**src/rtl/alu_operand_stage.sv**
```systemverilog
// Operand stage ahead of the ALU: bypass resolution, interlock and a single
// registered slot. Optional stall counter enabled by ALU_OPSTAGE_STALL_CNT_EN.
module alu_operand_stage #(
  parameter int unsigned WIDTH = 32,
  parameter int unsigned CTL_W = 8,
  parameter int unsigned REG_W = 4
) (
  input  logic             clk,
  input  logic             rst_n,
  input  logic             in_valid,
  output logic             in_ready,
  input  logic [WIDTH-1:0] in_a,
  input  logic [WIDTH-1:0] in_b,
  input  logic [1:0]       in_a_src,
  input  logic [1:0]       in_b_src,
  input  logic [CTL_W-1:0] in_ac,
  input  logic [REG_W-1:0] in_dst,
  input  logic [WIDTH-1:0] ex_res,
  input  logic             ex_res_vld,
  input  logic [WIDTH-1:0] mem_res,
  input  logic             mem_res_vld,
  input  logic             flush,
  output logic             out_valid,
  input  logic             out_ready,
  output logic [WIDTH-1:0] out_a,
  output logic [WIDTH-1:0] out_b,
  output logic [CTL_W-1:0] out_ac,
  output logic [REG_W-1:0] out_dst,
  output logic             out_ill
`ifdef ALU_OPSTAGE_STALL_CNT_EN
  ,
  input  logic             stall_cnt_clr,
  output logic [15:0]      stall_cnt
`endif
);

  typedef enum logic [1:0] {
    SRC_REG  = 2'd0,
    SRC_EX   = 2'd1,
    SRC_MEM  = 2'd2,
    SRC_ZERO = 2'd3
  } src_e;

  logic [WIDTH-1:0] res_a;
  logic [WIDTH-1:0] res_b;
  logic             hz;
  logic             capture;
  logic             op_ill;

  function automatic logic [WIDTH-1:0] resolve(
    input logic [1:0]       src,
    input logic [WIDTH-1:0] reg_val,
    input logic [WIDTH-1:0] ex_val,
    input logic [WIDTH-1:0] mem_val
  );
    logic [WIDTH-1:0] r;
    r = '0;
    case (src_e'(src))
      SRC_REG:  r = reg_val;
      SRC_EX:   r = ex_val;
      SRC_MEM:  r = mem_val;
      SRC_ZERO: r = '0;
      default:  r = '0;
    endcase
    return r;
  endfunction

  function automatic logic pending(
    input logic [1:0] src,
    input logic       ex_v,
    input logic       mem_v
  );
    return ((src_e'(src) == SRC_EX) && !ex_v) || ((src_e'(src) == SRC_MEM) && !mem_v);
  endfunction

  always_comb begin
    res_a   = resolve(in_a_src, in_a, ex_res, mem_res);
    res_b   = resolve(in_b_src, in_b, ex_res, mem_res);
    hz      = pending(in_a_src, ex_res_vld, mem_res_vld) |
              pending(in_b_src, ex_res_vld, mem_res_vld);
    op_ill  = (in_ac[7:5] == 3'd4);
    // hz only gates acceptance; the held entry still drains on out_ready
    in_ready = (!out_valid || out_ready) && !hz;
    capture  = in_valid && in_ready && !flush;
  end

  always_ff @(posedge clk or negedge rst_n) begin
    if (!rst_n) begin
      out_valid <= 1'b0;
      out_a     <= '0;
      out_b     <= '0;
      out_ac    <= '0;
      out_dst   <= '0;
      out_ill   <= 1'b0;
    end else if (flush) begin
      out_valid <= 1'b0;
    end else if (capture) begin
      out_valid <= 1'b1;
      out_a     <= res_a;
      out_b     <= res_b;
      out_ac    <= in_ac;
      out_dst   <= in_dst;
      out_ill   <= op_ill;
    end else if (out_ready) begin
      out_valid <= 1'b0;
    end
  end

`ifdef ALU_OPSTAGE_STALL_CNT_EN
  always_ff @(posedge clk or negedge rst_n) begin
    if (!rst_n) begin
      stall_cnt <= '0;
    end else if (stall_cnt_clr) begin
      stall_cnt <= '0;
    end else if (in_valid && hz && !flush && (stall_cnt != '1)) begin
      stall_cnt <= stall_cnt + 16'd1;
    end
  end
`endif

endmodule

```
**config.mk**
```make
export PLATFORM = sky130hd
export DESIGN_NAME = alu_operand_stage
export DESIGN_NICKNAME = d
export VERILOG_FILES = /design/src/rtl/alu_operand_stage.sv
export SDC_FILE = /design/constraint.sdc
export NUM_CORES = 1
export LEC_CHECK = 0
export ABC_AREA = 1
export CAP_MARGIN = 20
export CORE_ASPECT_RATIO = 1.25
export CORE_MARGIN = 10
export CORE_UTILIZATION = 37
export DETAILED_ROUTE_END_ITERATION = 8
export PLACE_DENSITY = 0.75
export SETUP_SLACK_MARGIN = 0.1
export SLEW_MARGIN = 15
export SYNTH_ARGS = -nofsm -noshare
export SYNTH_HDL_FRONTEND = slang
export SYNTH_SLANG_ARGS = --single-unit
```
**constraint.sdc**
```tcl
create_clock -name clk -period 1.2 [get_ports clk]
set_input_delay 0.12 -clock clk [delete_from_list [all_inputs] [get_ports clk]]
set_output_delay 0.12 -clock clk [all_outputs]
set_load 0.05 [all_outputs]
```
After elaboration in Yosys (flattened, before gate mapping)
Index checks and enable logic that the tools add are counted.

cells by class
  equality and inequality tests = 7
  mux-type cells = 5
  bitwise gates (word level) = 2
  reductions and logical operators = 19

operators by type and width
  operator                                                         number
  32-bit one-hot mux with 4 select lines                           2
  2-bit == test, second input constant                             4
  1-bit logical AND                                                7
  1-bit zero test                                                  5
  2-bit by 1-bit == test with 1-bit output, second input constant  2
  2-bit zero test                                                  2
  3-bit == test, second input constant                             1
  1-bit logical OR                                                 3
  1-bit 2-to-1 mux                                                 3
  3-bit nonzero test                                               1
  2-bit AND reduction                                              1
  1-bit inverter                                                   1
  1-bit OR                                                         1

word-level totals
  bits in registers = 78
  input port bits = 151
  output and inout bits = 79
  logic and storage cells = 39

Longest topological paths before layout
Gate-level depths: netlist of the first run.

  word-level depth = 10
  gate-level depth with buffers = 10
  mapped depth without buffers = 7

Worst setup path after synthesis of the first run
OpenSTA, ideal clock, no wires.

  path kind = register to output
  start point = register out_valid
  end point = output port in_ready
  arrival = 2.278 ns
  data required time = 1.080 ns
  path slack = -1.198 ns
  stages on the path, launching flop included = 4
  path buffers = 1
  path through = dfrtp_1 > nand2_1 > clkbuf_1 > nor3b_1

on the way
  cells in the longest elaborated chain, start to end = 3

ends and longest elaborated chain
  element                 RTL line  RTL
  start, declared         23        output logic out_valid,
  start signal, assigned  89        out_valid <= 1'b0;
  start signal, assigned  96        out_valid <= 1'b0;
  start signal, assigned  98        out_valid <= 1'b1;
  1-bit zero test         83        in_ready = (!out_valid || out_ready) && !hz;
  1-bit logical OR        83
  1-bit logical AND       83
  end, declared           11        output logic in_ready,

No other way between the ends.

Worst setup path in the final report of the first run
Ends and elaborated chain as after synthesis.

==> run_results.csv, run 1 <==
group,metric,value,unit
cts,numClockSinks,78,
synth,synthArstFlopShare,100.0,%
run_status,status,"finished, violations left",
drt,viasPerCell,5.686,
synth,ys_warn_count,0,
placed_design,gp_congestion,0.9744,
setup_path,crit_arrival,1230,ps
die,dieArea,17610,um2
global_route,grt_pass1_wl,35450,um
cts,clk_path_buf_depth,2,
synth,synth_common_cells,"nand2_1 (227), nand3_1 (196), dfrtp_1 (78)",
flow_run,drv_cap,0,
synth,netlist_area,4692,um2
drt,drc,0,
cts,cts.clk_slew.worst_paths,60,ps
sta,whs,339.8,ps
die,die_h,145.9,um
setup_path,crit_type,"flop to primary output",
final_layout,layout-drive-gt1-share,20.90,%
synth,ys.flop_type,"dfrtp_1",
die,row_count,45,
sta,finalCriticalPeriod,1349,ps
placed_design,port_buffers,229,
global_route,grt_max_degree,79,
final_layout,fin_nets,1060,
sta,layout_setup_ws,-149.4,ps
sta,hold_violations,0,
synth,yosys-top-cells-area,"dfrtp_1 (42%), nand3_1 (21%), nand2_1 (18%), nand4_1 (10%), clkbuf_1 (2.6%)",
drt,drt_iter0_drc,731,
power_and_ir_drop,p_per_area,1480,nW/um2
drt,wl_per_cell,20.64,um
placed_design,place_area,8249,um2
drt,dr.pass1.iters,6,
global_route,grt_antenna_before_repair,5,
cts,clk_latency,340,ps
die,ioPinCount,230,
placed_design,dp_cells,1050,
setup_path,cp_data_required_time,1080,ps
setup_path,cp-end-kind,"primary output",
setup_path,startpoint_type,"flop",
final_layout,utilization,71.26,%
synth,synth.avg_cell_area,7.098,um2
synth,ys_ff_latch,78,
synth,yosysTopAreaCell,"dfrtp_1",
cts,htreeDepth,3,
synth,syn_inst,661,
drt,antenna_left,0,
synth,yosys.area.top_type_share,41.60,%
sta,rsz0062_at_grt,"true",
sta,slew_headroom,69.88,%
sta,final_max_slew_viol_count,0,
synth,synth_cell_type_count,18,
synth,synth_seq_area_share,41.60,%
cts,cts_buffers,9,
synth,synth_nets,812,
synth,synth_enable_flop_cells,0,
global_route,grt_usage,24.99,%
die,initial_core_util,38.23,%
final_layout,syn_to_final_growth,86.43,%
run_status,violations,"negative setup slack",
sta,worst_slew_pin_slew,451.8,ps
global_route,grt_pass1_vias,6447,
global_route,overflow,0,
final_layout,fillers,974,
sta,setup_viol,78,
die,coreArea,12270,um2
sta,finalCritPeriodShare,112.4,%
placed_design,post-dp-hpwl,16940,um
sta,skew,5.210,ps
drt,totalWireLength,22350,um
final_layout,fin_area,8747,um2
cts,root_buffer,"clkbuf_16",
setup_path,worstPathMaxFanout,3,
min_path,worstHoldPathType,"input pin to asynchronous set/reset pin",
final_layout,stdcell_count,1083,
synth,yosysMostFrequentCell,"nand2_1",
die,chipWidth,120.7,um
power_and_ir_drop,power_leakage,4.118,nW
drt,num_vias,6158,
power_and_ir_drop,vdd_drop_max,0.7363,mV
sta,fmax,741.1,MHz
cts,cts_tree,"done",
[placed cells by master, fill, tap and decap left out]
master           count
dlygate4sd3_1        1
nand3_1            192
nor3b_1              1
o21ai_0              1
buf_12              88
nand4_4              1
nand3_2              4
clkinv_4             2
inv_1                2
bufinv_16            1
nand4_1             77
nor2_2               2
buf_6                7
dlygate4sd2_1        3
nor3b_4              1
clkinv_2             1
nor2_4               2
nand2_4              1
clkbuf_8             1
inv_2                6
clkdlybuf4s15_1      1
dfrtp_1             77
diode_2              5
o21ai_1              1
nand2_2              2
clkbuf_2             2
dfrtp_2              1
buf_8                2
clkbuf_16            9
inv_6                1
buf_16               1
nand2_1            224
clkdlybuf4s50_1    143
clkinvlp_4           1
buf_4               55
[metrics by stage]
step	TNS, ps	power, mW	setup slack [ps]
2_1_floorplan	-5102	6.370	-202.8
3_3_place_gp	-33310	10.00	-477.7
3_5_place_dp	-38390	10.10	-532.9
4_1_cts	-5579	12.98	-165.9
5_1_grt	-11880	13.43	-212.7
6_report	-5794	12.94	-149.4
[cells by family (layout without fill, tap and decap cells)]
group,Yosys count,in the layout,share of synthesized area (%)
compound gates,2,2,0.2131
buf+inv,74,327,7.733
flops,78,78,41.60
other cells,0,5,0
simple gates,507,507,50.45
[critical path: stages (launching register included)]
cell     delay [ps]
dfrtp_2         420
nand2_4          80
nor3b_4         220
buf_12          170
[routing by layer]
metal	up-vias	share of wire [%]	track usage (%)
met2	420	48	40.09
met3	107	8.1	5.736
li1	2796	-	-
met4	0	6.1	15.36
met5	-	0	0
met1	2835	38	29.36
[registers in the layout, indices dropped and copies added, names as in the netlist]
register / cells
out_ill: 1
out_valid: 1
out_dst: 4
out_b: 32
out_a: 32
out_ac: 8
[worst paths after layout]
kind | from | end | slack [ps] | depth (start not counted)
setup / recovery | out_valid$_DFFE_PN0P_ | in_ready | -150 | 3
hold / removal | rst_n | out_dst[1]$_DFFE_PN0P_ | 340 | 3
setup reg to reg | out_valid$_DFFE_PN0P_ | out_dst[3]$_DFFE_PN0P_ | -100 | 7
hold reg to reg | out_ac[0]$_DFFE_PN0P_ | out_ac[0]$_DFFE_PN0P_ | 530 | 2
max in group asynchronous | rst_n | out_b[21]$_DFFE_PN0P_ | 480 | 3
min in group clk | in_dst[0] | out_dst[0]$_DFFE_PN0P_ | 350 | 3
[final cells by class]
type                       instances  area, um2  share of cell area, %
inverter                           8      30.03                 0.3433
clock inverter                     6      68.82                 0.7867
sequential                        78       1953                  22.33
tap                              164      205.2                  2.346
clock buffer                      10      239.0                  2.732
antenna                            5      12.51                 0.1430
multi-input combinational        509       2440                  27.89
timing repair buffer             303       3799                  43.43
[where the power goes]
group / switching, mW / total, mW / internal (mW)
Combinational: 3.35 / 6.38 / 3.03
Sequential: 0.605 / 3.76 / 3.16
Clock: 1.13 / 2.80 / 1.68
Total: 5.08 / 12.9 / 7.86
[repair_timing]
item | 4_1_cts | 5_1_grt
setup endpoints to repair | 80 | 80
hold buffers | 1 | 0
pin swaps | 4 | 2
resized for setup | 25 | 7
endpoints found under the hold margin | 78 | 0
cloned | 1 | 0
buffers inserted | 10 | 1
No activity file was read; power rests on OpenSTA's default activity.
==> inputs of run 2 (changes only) <==
--- a/config.mk
+++ b/config.mk
@@ -9,9 +9,9 @@
 export CAP_MARGIN = 20
 export CORE_ASPECT_RATIO = 1.25
 export CORE_MARGIN = 10
-export CORE_UTILIZATION = 37
+export CORE_UTILIZATION = 44
 export DETAILED_ROUTE_END_ITERATION = 8
-export PLACE_DENSITY = 0.75
+export PLACE_DENSITY = 0.84
 export SETUP_SLACK_MARGIN = 0.1
 export SLEW_MARGIN = 15
 export SYNTH_ARGS = -nofsm -noshare
==> constraint.sdc (replaced) <==
create_clock -name clk -period 1.7 [get_ports clk]
set_input_delay 0.17 -clock clk [delete_from_list [all_inputs] [get_ports clk]]
set_output_delay 0.17 -clock clk [all_outputs]
set_load 0.05 [all_outputs]
==> run 2 against run 1 <==
  * Flip-flop and latch count stayed put
  * The run now ends clean
  * Clock power shrank 27%
  * Utilization down 0.45 points
  * Critical endpoint unchanged
==> run_results.csv, run 2 (synthesis results as in run 1) <==
group,metric,value,unit
sta,layout_setup_ws,140.0,ps
sta,setup_viol,0,
placed_design,post-place-ws,-81.16,ps
placed_design,dp_cells,999,
sta,final_max_slew_viol_count,0,
setup_path,worstPathMaxFanout,3,
die,coreArea,10510,um2
setup_path,crit_type,"input pin to primary output",
sta,skew,4.564,ps
setup_path,ff2ff_path_depth,6,
sta,fmax,641.0,MHz
die,ioPinCount,230,
setup_path,startpoint_type,"input pin",
setup_path,r2r-end,"out_b[31]$_DFFE_PN0P_",
drt,antenna_left,0,
setup_path,cp-end-kind,"primary output",
final_layout,final_cell_mix,"nand2_1 (224), nand3_1 (194), clkdlybuf4s50_1 (144), buf_4 (100)",
sta,hold_violations,0,
final_layout,num_antenna_cells,0,
die,chipWidth,112.4,um
final_layout,layout-drive-gt1-share,16.03,%
setup_path,cp.depth,7,
cts,numClockSinks,78,
sta,slew_headroom,60.33,%
global_route,grt_pass1_wl,32310,um
drt,totalWireLength,20530,um
final_layout,reg_top3,"out_a: 32 flops, out_b: 32 flops, out_ac: 8 flops",
drt,wl_per_cell,20.16,um
sta,rsz0062_at_grt,"false",
flow_run,drv_cap,0,
placed_design,port_buffers,229,
power_and_ir_drop,vdd_drop_max,0.5125,mV
power_and_ir_drop,p_per_area,1062,nW/um2
setup_path,critPathMaxStageDelay,480,ps
final_layout,syn_to_final_growth,58.61,%
global_route,grt_usage,26.10,%
die,dieArea,15220,um2
setup_path,crit_arrival,1390,ps
final_layout,fin_nets,1032,
setup_path,rrSetupSlack,340,ps
power_and_ir_drop,finalPower,7.906,mW
cts,cts_tree,"done",
setup_path,critPathBufInv,4,
setup_path,cp_data_required_time,1530,ps
global_route,overflow,0,
setup_path,cp_top_family,"buffers and inverters",
sta,setup_tns,0,ps
global_route,grt_antenna_before_repair,1,
cts,cts.clk_slew.worst_paths,60,ps
sta,finalCriticalPeriod,1560,ps
cts,root_buffer,"clkbuf_16",
drt,drc,0,
die,initial_core_util,44.64,%
cts,clk_path_buf_depth,2,
die,die_h,135.5,um
cts,cts_buffers,9,
cts,htreeDepth,3,
placed_design,gp_congestion,0.8990,
setup_path,r2r-start,"out_valid$_DFFE_PN0P_",
final_layout,fillers,853,
sta,finalCritPeriodShare,91.76,%
setup_path,worstSetupStartpoint,"mem_res_vld",
drt,viasPerCell,5.948,
setup_path,cp_cell_sequence,"clkdlybuf4s50_1, inv_2, nand3_2, nand2_2, buf_4, nor3b_4, buf_12",
drt,drt_iter0_drc,518,
setup_path,cpMaxStageDelayCell,"clkdlybuf4s50_1",
min_path,worstHoldPathType,"input pin to asynchronous set/reset pin",
drt,num_vias,6055,
final_layout,stdcell_count,1018,
die,row_count,42,
setup_path,crit_end,"in_ready",
drt,dr.pass1.iters,5,
sta,worst_slew_pin_slew,595.1,ps
cts,clk_latency,340,ps
power_and_ir_drop,power_leakage,3.701,nW
final_layout,multi_input_area,2430,um2
global_route,grt_pass1_vias,5985,
run_status,status,"finished, final reports clean",
global_route,grt_max_degree,47,
placed_design,post-dp-hpwl,15160,um
final_layout,register_area,1953,um2
final_layout,layout_commonest_cell,"nand2_1",
-- run 2: how the worst min path moves through the flow --
stage / start / to / slack (ps) / cells after the start
detailed placement: rst_n / out_a[21]$_DFFE_PN0P_ / 220 / 1
CTS: in_dst[1] / out_dst[1]$_DFFE_PN0P_ / 410 / 3
finish: rst_n / out_a[21]$_DFFE_PN0P_ / 400 / 2
global route: in_ac[3] / out_ac[3]$_DFFE_PN0P_ / 410 / 3
global placement: rst_n / out_a[21]$_DFFE_PN0P_ / 210 / 1
floorplan: rst_n / out_a[0]$_DFFE_PN0P_ / -130 / 0
-- run 2: final cells by class --
| cell class | instances | share of cell area, % |
|---|---|---|
| Clock buffer | 9 | 3.026 |
| Clock inverter | 7 | 1.194 |
| Inverter | 8 | 0.4035 |
| Sequential cell | 78 | 26.24 |
| Tap cell | 132 | 2.219 |
| Timing Repair Buffer | 275 | 34.26 |
| Multi-Input combinational cell | 509 | 32.65 |
-- run 2: worst register-to-register path: stages, from the launching register on --
cell and delay, ps:
dfrtp_2 430, nand2_4 100, buf_4 150, nand4_4 120, buf_4 270, nand2_1 130, nand2_1 50
-- run 2: stage by stage --
step / hold slack (ps) / instance area [um2] / utilization, %
after floorplan: -125.6 / 4708 / -
after CTS: 408.4 / 7408 / 70.49
after detailed placement: 218.8 / 7103 / 67.58
after global placement: 209.2 / 7103 / 67.58
final: 404.2 / 7442 / 70.81
after global routing: 413.3 / 7442 / 70.81
-- run 2: timing repair --
| action | CTS | global route |
|---|---|---|
| setup buffers | 0 | 2 |
| pin swaps | 0 | 2 |
| endpoints found under the setup margin | 18 | 1 |
| hold endpoints to repair | 44 | 0 |
| resized for setup | 23 | 7 |
| hold buffers | 1 | 0 |
| cloned | 0 | 0 |
-- run 2: per-layer routing --
layer	GRT usage (%)	vias to the layer above	wire (um)
met3	7.137	86	2042
met1	30.82	2803	7640
met4	14.55	2	1134
met2	42.07	432	9693
li1	-	2732	-
met5	0	-	13
-- run 2: power breakdown --
part           switching [mW]  internal, mW
sequential              0.227          2.23
combinational            2.30          1.11
clock                   0.756          1.28
total                    3.29          4.62
==> inputs of run 3 (changes only) <==
--- a/config.mk
+++ b/config.mk
@@ -9,9 +9,9 @@
 export CAP_MARGIN = 20
 export CORE_ASPECT_RATIO = 1.25
 export CORE_MARGIN = 10
-export CORE_UTILIZATION = 44
+export CORE_UTILIZATION = 37
 export DETAILED_ROUTE_END_ITERATION = 8
-export PLACE_DENSITY = 0.84
+export PLACE_DENSITY = 0.75
 export SETUP_SLACK_MARGIN = 0.1
 export SLEW_MARGIN = 15
 export SYNTH_ARGS = -nofsm -noshare
==> constraint.sdc (replaced) <==
create_clock -name clk -period 1.4 [get_ports clk]
set_input_delay 0.14 -clock clk [delete_from_list [all_inputs] [get_ports clk]]
set_output_delay 0.14 -clock clk [all_outputs]
set_load 0.05 [all_outputs]
==> run 3 against run 2 <==
  * The flow now finishes with violations (negative setup slack)
  * First-iteration DRC count grew 40%
  * Clock skew about the same
  * Utilization fell by 5.6 points
  * Die area rose by 16%
  * Largest cell class unchanged
==> run_results.csv, run 3 (synthesis results as in run 1) <==
group,metric,value,unit
cts,cts.clk_slew.worst_paths,60,ps
cts,cts_tree,"done",
drt,wl_per_cell,20.70,um
setup_path,critPathMaxStageDelay,420,ps
die,initial_core_util,38.23,%
sta,final_max_slew_viol_count,0,
setup_path,cp_data_required_time,1260,ps
placed_design,dp_cells,1029,
drt,wl_met2,10740,um
flow_run,drv_cap,0,
run_status,violations,"negative setup slack",
power_and_ir_drop,p_sw,4.178,mW
drt,met1_length,8216,um
drt,highest_layer,"met5",
global_route,overflow,0,
final_layout,final_cell_mix,"nand2_1 (224), nand3_1 (194), clkdlybuf4s50_1 (143), nand4_1 (77), dfrtp_1 (77)",
final_layout,layout_commonest_cell,"nand2_1",
drt,wl_met3,1910,um
sta,fmax,714.0,MHz
drt,antenna_left,0,
die,dieArea,17610,um2
placed_design,post-dp-hpwl,16000,um
power_and_ir_drop,p_int,6.386,mW
drt,drc,0,
cts,cts_buffers,9,
global_route,grt_usage,24.14,%
sta,slew_headroom,73.98,%
final_layout,syn_to_final_growth,70.67,%
die,ioPinCount,230,
drt,totalWireLength,21780,um
setup_path,cp-end-kind,"primary output",
final_layout,multi_input_area,2430,um2
power_and_ir_drop,vdd_drop_max,0.7276,mV
final_layout,register_area,1953,um2
final_layout,layout-drive-gt1-share,18.26,%
sta,worst_slew_pin_slew,390.4,ps
placed_design,port_buffers,229,
die,die_h,145.9,um
setup_path,crit_type,"flop to primary output",
drt,drt_iter0_drc,723,
global_route,grt_antenna_before_repair,2,
die,coreArea,12270,um2
sta,setup_viol,1,
sta,skew,4.962,ps
sta,hold_violations,0,
global_route,grt_max_degree,36,
final_layout,stdcell_count,1052,
cts,clk_latency,340,ps
cts,clk_path_buf_depth,2,
global_route,grt_pass1_vias,6161,
die,row_count,45,
power_and_ir_drop,power_leakage,3.843,nW
final_layout,fillers,1054,
drt,dr.pass1.iters,8,
power_and_ir_drop,finalPower,10.56,mW
cts,root_buffer,"clkbuf_16",
cts,numClockSinks,78,
min_path,worstHoldPathType,"input pin to asynchronous set/reset pin",
sta,finalCritPeriodShare,100.0,%
setup_path,startpoint_type,"flop",
final_layout,reg_top3,"out_a: 32 flops, out_b: 32 flops, out_ac: 8 flops",
setup_path,cpMaxStageDelayCell,"dfrtp_2",
placed_design,post-place-ws,-272.7,ps
power_and_ir_drop,p_per_area,1319,nW/um2
final_layout,fin_nets,1033,
power_and_ir_drop,clkPwrFrac,25.8,%
sta,rsz0062_at_grt,"true",
die,chipWidth,120.7,um
power_and_ir_drop,share_seq_of_total_power,29.4,%
power_and_ir_drop,swShare,39.55,%
drt,num_vias,6046,
sta,finalCriticalPeriod,1401,ps
global_route,grt_pass1_wl,34440,um
run_status,status,"finished, violations left",
placed_design,gp_congestion,0.9296,
cts,htreeDepth,3,
setup_path,cp_cell_sequence,"nand2_4, nor3b_4, buf_12",
drt,viasPerCell,5.747,
power_and_ir_drop,combinationalPowerShare,44.8,%
setup_path,crit_arrival,1260,ps
setup_path,worstPathMaxFanout,2,
sta,layout_setup_ws,-0.5681,ps
==> run 3: cell count changes in the layout (fill, tap and decap cells not counted) <==
| cell | before | now |
|---|---|---|
| dlymetal6s2s_1 | 1 | 0 |
| buf_6 | 1 | 3 |
| inv_1 | 2 | 3 |
| buf_4 | 100 | 75 |
| clkinv_4 | 1 | 2 |
| diode_2 | 0 | 1 |
| clkinv_2 | 4 | 1 |
| buf_12 | 7 | 48 |
| buf_2 | 0 | 3 |
| inv_6 | 0 | 1 |
| bufinv_16 | 2 | 3 |
| clkdlybuf4s50_1 | 144 | 143 |
| inv_2 | 6 | 5 |
| dlygate4sd2_1 | 21 | 3 |
==> run 3: final timing paths <==
kind / slack [ps] / end / depth (start not counted) / from
min reg2reg: 470 / out_ac[0]$_DFFE_PN0P_ / 2 / out_ac[0]$_DFFE_PN0P_
min in group clk: 320 / out_a[31]$_DFFE_PN0P_ / 5 / in_a_src[1]
max reg2reg: 120 / out_a[18]$_DFFE_PN0P_ / 6 / out_valid$_DFFE_PN0P_
max in group asynchronous: 660 / out_ac[5]$_DFFE_PN0P_ / 3 / rst_n
max: -0.6 / in_ready / 3 / out_valid$_DFFE_PN0P_
min: 250 / out_b[30]$_DFFE_PN0P_ / 2 / rst_n
==> run 3: final cells by class <==
cell class	count	share of cell area, %
Timing Repair Buffer	276	37.97
Antenna cell	1	0.03125
Inverter	8	0.3750
Sequential cell	78	24.39
Clock inverter	7	1.516
Tap cell	164	2.563
Multi-Input combinational cell	509	30.34
Clock buffer	9	2.813
==> run 3: repair_timing <==
action | in CTS | in global routing
buffers inserted | 5 | 0
resized for setup | 10 | 4
hold buffers | 1 | 0
endpoints found under the hold margin | 22 | 0
pin swaps | 5 | 3
gates cloned | 0 | 0
setup endpoints to repair | 12 | 78
==> run 3: metrics by stage <==
stage | utilization, % | setup TNS [ps] | cell area, um2 | hold WS (ps)
2_1_floorplan | - | -22.82 | 4726 | -155.6
3_3_place_gp | 61.72 | -14110 | 7576 | 75.92
3_5_place_dp | 61.72 | -17490 | 7576 | 82.48
4_1_cts | 65.09 | -12.16 | 7989 | 259.8
5_1_grt | 65.22 | -14.90 | 8005 | 297.1
6_report | 65.24 | -0.5681 | 8008 | 253.3
==> run 3: worst max-delay path, delay by kind of cell, from the launching register on <==
family / cells / cell delay (ps)
DFF: 1 / 420
buffers and inverters: 1 / 170
and+or+nand+nor: 2 / 330
==> run 3: routing by layer <==
metal  vias up  GRT usage, %
li1       2733             -
met4         2         10.46
met1      2821         29.11
met5         -             0
met3        91         5.620
met2       399         39.77
==> run 3: power groups by stage <==
stage	registers (mW)	logic, mW	clock network, mW
after floorplan	4.57	0.885	0
after global placement	3.13	4.67	0
after detailed placement	3.13	4.72	0
after CTS	3.10	4.75	2.75
after global routing	3.15	4.97	2.83
final	3.10	4.74	2.73
